==> config.mk <==
export PLATFORM = sky130hd
export DESIGN_NAME = rv_mc_main_ctrl
export DESIGN_NICKNAME = d
export VERILOG_FILES = /design/src/rtl/rv_mc_main_ctrl.sv
export SDC_FILE = /design/constraint.sdc
export NUM_CORES = 1
export LEC_CHECK = 0
export ABC_AREA = 1
export CORE_MARGIN = 2
export CORE_UTILIZATION = 45
export DETAILED_ROUTE_END_ITERATION = 8
export PLACE_DENSITY = 0.81
export RECOVER_POWER = 25
export SYNTH_ARGS = -nofsm -noshare
export SYNTH_HDL_FRONTEND = slang
export SYNTH_SLANG_ARGS = --single-unit
==> constraint.sdc <==
create_clock -name clk -period 2.1 [get_ports clk]
set_clock_uncertainty 0.05 [all_clocks]
set_input_delay 0.42 -clock clk [delete_from_list [all_inputs] [get_ports clk]]
set_output_delay 0.42 -clock clk [all_outputs]
set_load 0.02 [all_outputs]
==> src/rtl/rv_mc_main_ctrl.sv <==
// Main controller for the multicycle RV32I core: instruction-sequencing FSM,
// IR decode into datapath controls, illegal-instruction trap and instret counter.
module rv_mc_main_ctrl #(
  parameter int XLEN            = 32,
  parameter bit USE_MEM_READY   = 1'b1,
  parameter bit TRAP_ON_ILLEGAL = 1'b1,
  parameter int CNT_W           = 32
) (
  input  logic             clk,
  input  logic             resetn,
  input  logic [31:0]      i_instr,
  input  logic             i_mem_ready,
  input  logic             i_alu_zero,
  input  logic             i_alu_lt,
  input  logic             i_alu_ltu,
  output logic [3:0]       o_state,
  output logic             o_pc_write,
  output logic             o_adr_src,
  output logic             o_mem_req,
  output logic             o_mem_we,
  output logic             o_ir_write,
  output logic [1:0]       o_result_src,
  output logic [1:0]       o_alu_src_a,
  output logic [1:0]       o_alu_src_b,
  output logic [3:0]       o_alu_ctrl,
  output logic             o_reg_write,
  output logic [XLEN-1:0]  o_imm,
  output logic             o_illegal,
  output logic [CNT_W-1:0] o_instret
);

  typedef enum logic [3:0] {
    S_FETCH = 4'd0, S_DECODE = 4'd1, S_MEMADR = 4'd2, S_MEMREAD = 4'd3,
    S_MEMWB = 4'd4, S_MEMWRITE = 4'd5, S_EXECR = 4'd6, S_EXECI = 4'd7,
    S_ALUWB = 4'd8, S_BRANCH = 4'd9, S_JAL = 4'd10, S_JALR = 4'd11,
    S_LUI = 4'd12, S_AUIPC = 4'd13, S_TRAP = 4'd14
  } state_t;

  localparam logic [6:0] OP_LOAD = 7'b0000011, OP_STORE = 7'b0100011,
                         OP_R    = 7'b0110011, OP_I     = 7'b0010011,
                         OP_BR   = 7'b1100011, OP_JAL   = 7'b1101111,
                         OP_JALR = 7'b1100111, OP_LUI   = 7'b0110111,
                         OP_AUIPC = 7'b0010111;

  state_t              r_state;
  state_t              w_next;
  state_t              w_dec_next;
  logic [CNT_W-1:0]    r_instret;
  logic [6:0]          w_opcode;
  logic [2:0]          w_funct3;
  logic [6:0]          w_funct7;
  logic                w_ready;
  logic                w_bad_instr;
  logic                w_taken;
  logic [31:0]         w_imm32;
  logic                w_pc_write, w_adr_src, w_mem_req, w_mem_we, w_ir_write;
  logic                w_reg_write, w_trap;
  logic [1:0]          w_result_src, w_alu_src_a, w_alu_src_b;
  logic [3:0]          w_alu_ctrl;

  assign w_opcode = i_instr[6:0];
  assign w_funct3 = i_instr[14:12];
  assign w_funct7 = i_instr[31:25];
  assign w_ready  = USE_MEM_READY ? i_mem_ready : 1'b1;

  function automatic logic [3:0] aluOp(input logic [2:0] f3, input logic sub, input logic sra);
    case (f3)
      3'b000:  aluOp = sub ? 4'd1 : 4'd0;
      3'b001:  aluOp = 4'd7;
      3'b010:  aluOp = 4'd5;
      3'b011:  aluOp = 4'd6;
      3'b100:  aluOp = 4'd4;
      3'b101:  aluOp = sra ? 4'd9 : 4'd8;
      3'b110:  aluOp = 4'd3;
      default: aluOp = 4'd2;
    endcase
  endfunction

  // Class and legality are resolved in DECODE, while the IR is known to be stable.
  always_comb begin
    w_dec_next  = S_FETCH;
    w_bad_instr = 1'b0;
    case (w_opcode)
      OP_LOAD, OP_STORE: w_dec_next = S_MEMADR;
      OP_R: begin
        w_dec_next  = S_EXECR;
        w_bad_instr = !((w_funct7 == 7'h00) ||
                        ((w_funct7 == 7'h20) && ((w_funct3 == 3'b000) || (w_funct3 == 3'b101))));
      end
      OP_I:     w_dec_next = S_EXECI;
      OP_BR: begin
        w_dec_next  = S_BRANCH;
        w_bad_instr = (w_funct3 == 3'b010) || (w_funct3 == 3'b011);
      end
      OP_JAL:   w_dec_next = S_JAL;
      OP_JALR:  w_dec_next = S_JALR;
      OP_LUI:   w_dec_next = S_LUI;
      OP_AUIPC: w_dec_next = S_AUIPC;
      default:  w_bad_instr = 1'b1;
    endcase
  end

  always_comb begin
    w_next = S_FETCH;
    case (r_state)
      S_FETCH:    w_next = w_ready ? S_DECODE : S_FETCH;
      S_DECODE:   w_next = w_bad_instr ? (TRAP_ON_ILLEGAL ? S_TRAP : S_FETCH) : w_dec_next;
      S_MEMADR:   w_next = (w_opcode == OP_STORE) ? S_MEMWRITE : S_MEMREAD;
      S_MEMREAD:  w_next = w_ready ? S_MEMWB : S_MEMREAD;
      S_MEMWB:    w_next = S_FETCH;
      S_MEMWRITE: w_next = w_ready ? S_FETCH : S_MEMWRITE;
      S_EXECR, S_EXECI, S_JAL, S_LUI, S_AUIPC: w_next = S_ALUWB;
      S_ALUWB, S_BRANCH: w_next = S_FETCH;
      S_JALR:     w_next = S_JAL;
      S_TRAP:     w_next = S_TRAP;
      default:    w_next = S_FETCH;
    endcase
  end

  always_ff @(posedge clk) begin
    if (!resetn) begin
      r_state   <= S_FETCH;
      r_instret <= '0;
    end else begin
      r_state <= w_next;
      if ((w_next == S_FETCH) && (r_state != S_FETCH))
        r_instret <= r_instret + CNT_W'(1);
    end
  end

  always_comb begin
    case (w_funct3)
      3'b000:  w_taken = i_alu_zero;
      3'b001:  w_taken = !i_alu_zero;
      3'b100:  w_taken = i_alu_lt;
      3'b101:  w_taken = !i_alu_lt;
      3'b110:  w_taken = i_alu_ltu;
      3'b111:  w_taken = !i_alu_ltu;
      default: w_taken = 1'b0;
    endcase
  end

  always_comb begin
    w_pc_write = 1'b0; w_adr_src = 1'b0; w_mem_req = 1'b0; w_mem_we = 1'b0;
    w_ir_write = 1'b0; w_reg_write = 1'b0; w_trap = 1'b0;
    w_result_src = 2'd0; w_alu_src_a = 2'd0; w_alu_src_b = 2'd0; w_alu_ctrl = 4'd0;
    case (r_state)
      S_FETCH: begin
        w_mem_req = 1'b1; w_alu_src_b = 2'd2; w_result_src = 2'd2;
        w_ir_write = w_ready; w_pc_write = w_ready;
      end
      S_DECODE:   begin w_alu_src_a = 2'd1; w_alu_src_b = 2'd1; end
      S_MEMADR:   begin w_alu_src_a = 2'd2; w_alu_src_b = 2'd1; end
      S_MEMREAD:  begin w_adr_src = 1'b1; w_mem_req = 1'b1; end
      S_MEMWB:    begin w_result_src = 2'd1; w_reg_write = 1'b1; end
      S_MEMWRITE: begin w_adr_src = 1'b1; w_mem_req = 1'b1; w_mem_we = 1'b1; end
      S_EXECR: begin
        w_alu_src_a = 2'd2;
        w_alu_ctrl  = aluOp(w_funct3, i_instr[30], i_instr[30]);
      end
      S_EXECI: begin
        w_alu_src_a = 2'd2; w_alu_src_b = 2'd1;
        w_alu_ctrl  = aluOp(w_funct3, 1'b0, i_instr[30]);
      end
      S_ALUWB:  w_reg_write = 1'b1;
      S_BRANCH: begin w_alu_src_a = 2'd2; w_alu_ctrl = 4'd1; w_pc_write = w_taken; end
      S_JAL:    begin w_alu_src_a = 2'd1; w_alu_src_b = 2'd2; w_pc_write = 1'b1; end
      S_JALR:   begin w_alu_src_a = 2'd2; w_alu_src_b = 2'd1; end
      S_LUI:    begin w_alu_src_a = 2'd3; w_alu_src_b = 2'd1; end
      S_AUIPC:  begin w_alu_src_a = 2'd1; w_alu_src_b = 2'd1; end
      S_TRAP:   w_trap = 1'b1;
      default:  ;
    endcase
  end

  always_comb begin
    w_imm32 = 32'd0;
    case (w_opcode)
      OP_LOAD, OP_I, OP_JALR: w_imm32 = {{20{i_instr[31]}}, i_instr[31:20]};
      OP_STORE: w_imm32 = {{20{i_instr[31]}}, i_instr[31:25], i_instr[11:7]};
      OP_BR:    w_imm32 = {{19{i_instr[31]}}, i_instr[31], i_instr[7], i_instr[30:25],
                           i_instr[11:8], 1'b0};
      OP_LUI, OP_AUIPC: w_imm32 = {i_instr[31:12], 12'd0};
      OP_JAL:   w_imm32 = {{11{i_instr[31]}}, i_instr[31], i_instr[19:12], i_instr[20],
                           i_instr[30:21], 1'b0};
      default:  w_imm32 = 32'd0;
    endcase
  end

  // Strobes are masked combinationally so they drop in the very cycle reset is asserted.
  assign o_pc_write   = w_pc_write  & resetn;
  assign o_mem_req    = w_mem_req   & resetn;
  assign o_mem_we     = w_mem_we    & resetn;
  assign o_ir_write   = w_ir_write  & resetn;
  assign o_reg_write  = w_reg_write & resetn;
  assign o_illegal    = w_trap      & resetn;
  assign o_adr_src    = w_adr_src;
  assign o_result_src = w_result_src;
  assign o_alu_src_a  = w_alu_src_a;
  assign o_alu_src_b  = w_alu_src_b;
  assign o_alu_ctrl   = w_alu_ctrl;
  assign o_state      = r_state;
  assign o_instret    = r_instret;
  assign o_imm        = XLEN'($signed(w_imm32));

endmodule

==> flow_summary.toml, run 1 <==
[worst_setup_path]
crit_fanout = 4
path_class = "flip-flop to flip-flop"
cp_cell_sequence = "nand2_1 > nor2_1 > nand2_1 > inv_1 > nand2_1 > nor4_2 > nand2_1 > nor2_1 > nand3_1 > nand2_1 > inv_1 > nor2_1"
worst_path_most_repeated_cell = "nand2_1"
end_kind = "flip-flop"
slowest_delay_ns = 0.41
start_kind = "flip-flop"
cpMaxStageDelayCell = "dfxtp_1"
critPathRequiredTime_ns = 2.29
crit_arrival_ns = 2.45

[sta]
min_period_ns = 2.260
fmaxAchievable_ghz = 0.4425
worstMarginPinSlew_ns = 0.3866
hold_viol = 0
tns_ns = -1.162
drv_slew = 0
rsz0062_at_grt = "yes"
finalWorstSetupSlack_ns = -0.1600
period_share = 1.076
slew_headroom = 0.7401
setup_violations = 28

[placement]
globalplace.congestion = 0.8886
hpwl_mm = 8.977
dp_cells = 876
io_buffers = 122

[floorplanning]
die_y_um = 88.42
ioPinCount = 123
dieArea_um2 = 7817
placementRows = 30
core_area_um2 = 6832
start_util = 0.4694
die_x_um = 88.42

[grt]
grt-ovfl-total = 0
grt_pass1_vias = 4413
grt_pass1_wl_mm = 20.21
antenna_found_initial = 0
track_usage = 0.3216
grt_max_degree = 34

[yosys]
synth-compound-area-share = 0.07647
synth_top_area_frac = 0.2247
syn_inst = 588
synth_xor_area_frac = 0.005462
synth_seq_cells = 36
synth_largest_area_cell = "dfxtp_1"
synth_top_family_by_area = "simple AND/OR/NAND/NOR gates"
yosysUniqueCellTypes = 37
avgSynthCellArea_um2 = 5.454
synthMuxAreaShare = 0
yosysWarnings = 0
synth_nets = 627
synthAdderAreaFrac = 0.003902
yosys.area_share.simple = 0.5166
ys_seq_area_frac = 0.2247
yosys-top-cells-area = "dfxtp_1 22%, nand2_1 18%, inv_1 13%"
syn_area_um2 = 3207

[layout]
final_nets = 855
layout-drive-gt1-share = 0.3586
synthToLayoutAreaGrowth_pct = 85.25
fin_cells = 913
antennaDiodeCount = 0

[clock_tree]
cts_tree = "done"
clk_path_buf_depth = 2
cts-root-buf = "clkbuf_8"
postCtsHoldBufs = 0
cts_num_sinks = 36
htree_levels = 2
clock_latency_ns = 0.30
cts_inserted_buffers = 5
clk_pin_slew_ns = 0.08

[detailed_routing]
vias = 5501
drc = 0
drt_wl_total_mm = 17.56
via_per_inst = 6.025
drtIter0Drc = 711
antenna_left = 0
wl_per_cell_um = 19.24
firstDrtPassIters = 6

[power]
power_density_nw_per_um2 = 850.3
peakVddDrop_mv = 0.6111
p_leak_uw = 0.002930

[run_status]
violations = "negative setup slack"
status = "finished with violations"

[worst_hold_path]
min_path_type = "flip-flop to flip-flop"

[job]
max_cap_viol_count = 0
per-stage QoR:
stage / cell area [um2] / total power (uW) / utilization / worst slack (ns) / hold slack [ns]
finish: 5941 / 5051 / 0.8696 / -0.1600 / 0.4986
global route: 5941 / 5113 / 0.8696 / -0.2597 / 0.5573
CTS: 5359 / 3904 / 0.7844 / 0.002198 / 0.4982
detailed placement: 5134 / 3059 / 0.7515 / -0.8862 / 0.4867
global placement: 5134 / 3016 / 0.7515 / -0.8418 / 0.4700
floorplan: 3216 / 2136 / - / -0.05932 / 0.5444
routing by layer:
| metal | vias up | wire length (um) | GRT usage |
|---|---|---|---|
| met2 | 532 | 8195 | 0.5728 |
| met3 | 167 | 1902 | 0.04384 |
| met4 | 0 | 1308 | 0.07438 |
| met1 | 2486 | 6157 | 0.4117 |
| met5 | - | 0 | 0 |
| li1 | 2316 | - | - |
final cells by class:
type,instances,area (um2)
Multi-Input combinational cell,416,2385
Timing Repair Buffer,238,2128
Fill cell,349,890.9
Sequential cell,36,738.2
Inverter,119,461.7
Tap cell,96,120.1
Clock buffer,6,72.57
Clock inverter,2,35.03
final timing paths:
path | from | cells past startpoint | end | slack [ns]
worst min register to register | o_instret[31]$_SDFFE_PN0P_ | 4 | o_instret[31]$_SDFFE_PN0P_ | 0.50
worst min-delay path | o_instret[31]$_SDFFE_PN0P_ | 4 | o_instret[31]$_SDFFE_PN0P_ | 0.50
worst max-delay path | o_instret[14]$_SDFFE_PN0P_ | 12 | o_instret[26]$_SDFFE_PN0P_ | -0.16
worst max register to register | o_instret[14]$_SDFFE_PN0P_ | 12 | o_instret[26]$_SDFFE_PN0P_ | -0.16
what timing repair did:
action / 4_1_cts / 5_1_grt
hold endpoints to repair: 0 / 0
gates resized for setup: 261 / 151
pin swaps: 18 / 64
gates cloned: 3 / 5
endpoints found under the setup margin: 81 / 78
buffers inserted: 9 / 13
cell usage in the layout (no fill, tap or decap), types with 13 or more instances in the layout:
cell type,count
nand2_1,129
nor2_4,14
clkdlybuf4s50_1,53
nor2_1,75
buf_6,17
buf_2,26
inv_1,98
buf_4,101
nand4_1,38
dfxtp_1,30
nand3_1,36
nor2_2,13
inv_2,16
nand2_2,20
Yosys cell counts:
cell type / number
inv_1: 112
buf_1: 2
inv_2: 7
nand4_1: 38
nor4_1: 4
nand3_2: 2
nand3_4: 1
nor2_2: 1
buf_2: 5
a211oi_1: 2
nand4_2: 1
nor3_2: 2
clkbuf_1: 4
nand2_2: 3
o21ai_0: 20
nand3_1: 46
o2111ai_1: 3
a31oi_1: 1
o221ai_1: 1
a21oi_1: 8
and2_1: 1
buf_4: 5
o22ai_1: 1
nor3_1: 11
nor4_2: 1
o21a_1: 1
ha_1: 1
nor3b_1: 1
buf_6: 2
o21ai_1: 4
nor2_4: 3
xor2_1: 1
xnor2_1: 1
nand2_1: 156
nor2_1: 98
dfxtp_1: 36
o31ai_1: 2
state kept, by name, indices dropped and copies added, names as in the netlist:
name,cells
o_instret,32
o_state,4
critical path: cells and delay by family (launching register included):
kind	cells	cell delay (ns)
and+or+nand+nor	10	1.58
DFF	1	0.41
buffers and inverters	2	0.16
cell families (layout without fill, tap and decap cells):
logic type | after synthesis | after routing
simple gates | 369 | 370
buf+inv | 137 | 365
compound gates | 43 | 43
flops | 36 | 36
xor+xnor | 2 | 2
fa+ha+maj | 1 | 1
report_power, final:
group	internal [uW]	switching, uW
clock network	353	301
logic	1590	1990
registers	737	75.0
total	2680	2370
Note: power is estimated with default switching activity, not from simulation.
==> run 2, diff against run 1 <==
--- a/config.mk
+++ b/config.mk
@@ -9,6 +9,7 @@
 export CORE_MARGIN = 2
 export CORE_UTILIZATION = 45
 export DETAILED_ROUTE_END_ITERATION = 8
+export MAX_ROUTING_LAYER = met4
 export PLACE_DENSITY = 0.81
 export RECOVER_POWER = 25
 export SYNTH_ARGS = -nofsm -noshare
==> flow_summary.toml, run 2 <==
[grt]
grt_max_degree = 33
grt-ovfl-total = 1
track_usage = 0.6354

[placement]
globalplace.congestion = 0.9080
io_buffers = 122
post-place-ws_ns = -0.9212
dp_cells = 875
hpwl_mm = 9.427

[run_status]
status = "did not finish"
error = "[ERROR GRT-0232] Routing congestion too high. Check the congestion heatmap in the GUI."
haltStage = "global routing"

[floorplanning]
placementRows = 30
ioPinCount = 123
die_x_um = 88.42
start_util = 0.4694
die_y_um = 88.42

[yosys]
yosysUniqueCellTypes = 37
synth_nets = 627
syn_inst = 588
synthArstFlopShare = 0
synth_largest_area_cell = "dfxtp_1"
synth_edf_count = 0
yosysWarnings = 0
avgSynthCellArea_um2 = 5.454
dominantRegCellSynth = "dfxtp_1"
yosys-top-cells-count = "156 x nand2_1, 112 x inv_1, 98 x nor2_1, 46 x nand3_1, 38 x nand4_1"
syn_area_um2 = 3207
synth_top_area_frac = 0.2247
yosys-top-cells-area = "dfxtp_1 22%, nand2_1 18%, inv_1 13%"
synth.most_common_cell = "nand2_1"
synth_seq_cells = 36
ys_seq_area_frac = 0.2247

[clock_tree]
cts_num_sinks = 36
htree_levels = 2
cts_inserted_buffers = 5
cts-root-buf = "clkbuf_8"
clk_path_buf_depth = 2

[sta]
grt_worst_setup_endpoint = "o_instret[1]$_SDFFE_PN0P_/D"
endpoint_type = "register data pin"
[run 2: cell counts after synthesis]
No cell type changed its count.
[run 2: cell families after synthesis]
family          share of synthesized area
flops                              0.2247
xor+xnor                         0.005463
compound gates                    0.07648
fa+ha+maj                        0.003901
buf+inv                            0.1728
simple gates                       0.5166
[run 2: per-layer routing]
layer / GRT overflow / track usage
met1: 0 / 0.6315
met5: - / -
met4: 0 / 0.5854
met3: 0 / 0.3610
met2: 1 / 0.8660
[run 2: per-stage QoR]
| step | hold WS [ns] | cell area [um2] |
|---|---|---|
| 2_1_floorplan | 0.5444 | 3216 |
| 3_3_place_gp | 0.4642 | 5151 |
| 3_5_place_dp | 0.4809 | 5151 |
| 4_1_cts | 0.4933 | 5715 |
[run 2: timing repair]
item                       in CTS
hold buffers                    0
gates resized for setup       340
buffers inserted               24
cloned                          6
setup endpoints to repair      81
hold endpoints to repair        0
pin swaps                      32
==> run 3, diff against run 2 <==
--- a/config.mk
+++ b/config.mk
@@ -7,10 +7,9 @@
 export LEC_CHECK = 0
 export ABC_AREA = 1
 export CORE_MARGIN = 2
-export CORE_UTILIZATION = 45
+export CORE_UTILIZATION = 35
 export DETAILED_ROUTE_END_ITERATION = 8
-export MAX_ROUTING_LAYER = met4
-export PLACE_DENSITY = 0.81
+export PLACE_DENSITY_LB_ADDON = 0.15
 export RECOVER_POWER = 25
 export SYNTH_ARGS = -nofsm -noshare
 export SYNTH_HDL_FRONTEND = slang
==> flow_summary.toml, run 3 (synthesis results as in run 1) <==
[grt]
grt_pass1_vias = 4315
top_usage_layer = "met2"
antenna_found_initial = 0
track_usage = 0.2341
grt-ovfl-total = 0
grt_pass1_wl_mm = 19.35
met2_usage = 0.4085
grt_max_degree = 39
grtUsageMet1 = 0.2996
met3_usage = 0.04989

[clock_tree]
postCtsHoldBufs = 0
cts_num_sinks = 36
clock_latency_ns = 0.30
cts_inserted_buffers = 5
clk_pin_slew_ns = 0.08
htree_levels = 2
clk_path_buf_depth = 2
cts_tree = "done"
cts-root-buf = "clkbuf_8"

[worst_hold_path]
hold_start = "o_instret[31]$_SDFFE_PN0P_"
hold_end = "o_instret[31]$_SDFFE_PN0P_"
min_path_cells = 4
min_path_type = "flip-flop to flip-flop"

[worst_setup_path]
crit_arrival_ns = 2.26
worstReg2RegEnd = "o_instret[2]$_SDFFE_PN0P_"
start_kind = "flip-flop"
reg2reg_depth = 15
critPathRequiredTime_ns = 2.28
r2r_slack_ns = 0.02
path_class = "flip-flop to flip-flop"
crit_fanout = 6
end_kind = "flip-flop"
r2r_start = "o_state[2]$_SDFF_PN0_"

[sta]
worstMarginPinSlew_ns = 0.3802
setup_violations = 0
slew_headroom = 0.7446
rsz0062_at_grt = "yes"
drv_slew = 0
min_period_ns = 2.078
hold_viol = 0
fmaxAchievable_ghz = 0.4813
timing.hold.ws_ns = 0.4924
period_share = 0.9893

[power]
p_leak_uw = 0.002884
peakVddDrop_mv = 0.5389
power_density_nw_per_um2 = 769.3
finalPower_uw = 4524

[placement]
hpwl_mm = 8.820
dpl-instance-area_um2 = 5204
io_buffers = 122
dp_cells = 897
globalplace.congestion = 0.9290

[layout]
fin_cells = 931
largest_reg_flops = 32
regArea_um2 = 733.2
layout-drive-gt1-share = 0.3463
multi_input_area_um2 = 2307
stdcell_area_um2 = 5881
nFillCells = 750
synthToLayoutAreaGrowth_pct = 83.38
final_common_cell = "nand2_1"
layout_common_cells = "134 x nand2_1, 112 x buf_4, 103 x inv_1"
antennaDiodeCount = 0
final_nets = 862

[detailed_routing]
via_per_inst = 5.019
antenna_left = 0
vias = 4673
wl_per_cell_um = 13.72
drc = 0
drtIter0Drc = 199
firstDrtPassIters = 5
drt_wl_total_mm = 12.77

[run_status]
status = "complete, no violations"

[floorplanning]
start_util = 0.3642
ioPinCount = 123
die_x_um = 99.72
dieArea_um2 = 9944
die_y_um = 99.72
placementRows = 34
core_area_um2 = 8806

[job]
max_cap_viol_count = 0
==> run 3: where the power goes <==
group / total, uW / internal [uW] / switching [uW]
Sequential: 786 / 735 / 50.9
Combinational: 3250 / 1540 / 1710
Clock: 490 / 226 / 264
==> run 3: routing by layer <==
metal  vias to the layer above  part of all wire
met1                      2150              0.41
met4                         0            0.0091
met5                         -                 0
li1                       2332                 -
met3                        14             0.074
met2                       177              0.50
==> run 3: area by class of cell <==
class / instances / share of cell area
Inverter: 119 / 0.07723
Clock inverter: 1 / 0.0008511
Tap cell: 108 / 0.02298
Multi-Input combinational cell: 416 / 0.3923
Sequential cell: 36 / 0.1247
Timing Repair Buffer: 245 / 0.3696
Clock buffer: 6 / 0.01234
==> run 3: through the flow <==
step | setup WS [ns] | TNS [ns] | utilization
final | 0.02240 | 0 | 0.6678
after global routing | -0.07999 | -1.661 | 0.6678
after CTS | 0.0001732 | 0 | 0.6252
after detailed placement | -0.9413 | -52.16 | 0.5909
after global placement | -0.8696 | -49.07 | 0.5909
after floorplan | -0.05932 | -0.1780 | -
==> run 3: how the worst max path moves through the flow <==
stage / startpoint / slack [ns] / cells past startpoint / to
2_1_floorplan: i_instr[1] / -0.06 / 11 / o_imm[23]
3_3_place_gp: i_instr[0] / -0.87 / 12 / o_imm[23]
3_5_place_dp: i_instr[0] / -0.94 / 12 / o_imm[29]
4_1_cts: o_state[2]$_SDFF_PN0_ / 0.0002 / 7 / o_alu_src_a[0]
5_1_grt: o_state[2]$_SDFF_PN0_ / -0.08 / 14 / o_instret[0]$_SDFFE_PN0P_
6_report: o_state[2]$_SDFF_PN0_ / 0.02 / 15 / o_instret[2]$_SDFFE_PN0P_
==> run 3: critical path: stages (launching register included) <==
cell     delay, ns
dfxtp_2       0.34
nor2_1        0.20
inv_2         0.09
nor2_2        0.14
inv_2         0.06
buf_4         0.13
nor2_1        0.19
nor3b_4       0.08
nand2_2       0.09
nor2_4        0.05
buf_12        0.14
buf_6         0.12
buf_4         0.12
nand4_1       0.07
nand2_1       0.05
nor2_1        0.08
==> run 3: timing repair <==
item	CTS	global route
cloned	3	3
endpoints found under the setup margin	81	78
buffers inserted	13	10
hold endpoints to repair	0	0
gates resized for setup	281	117
pin swaps	25	37
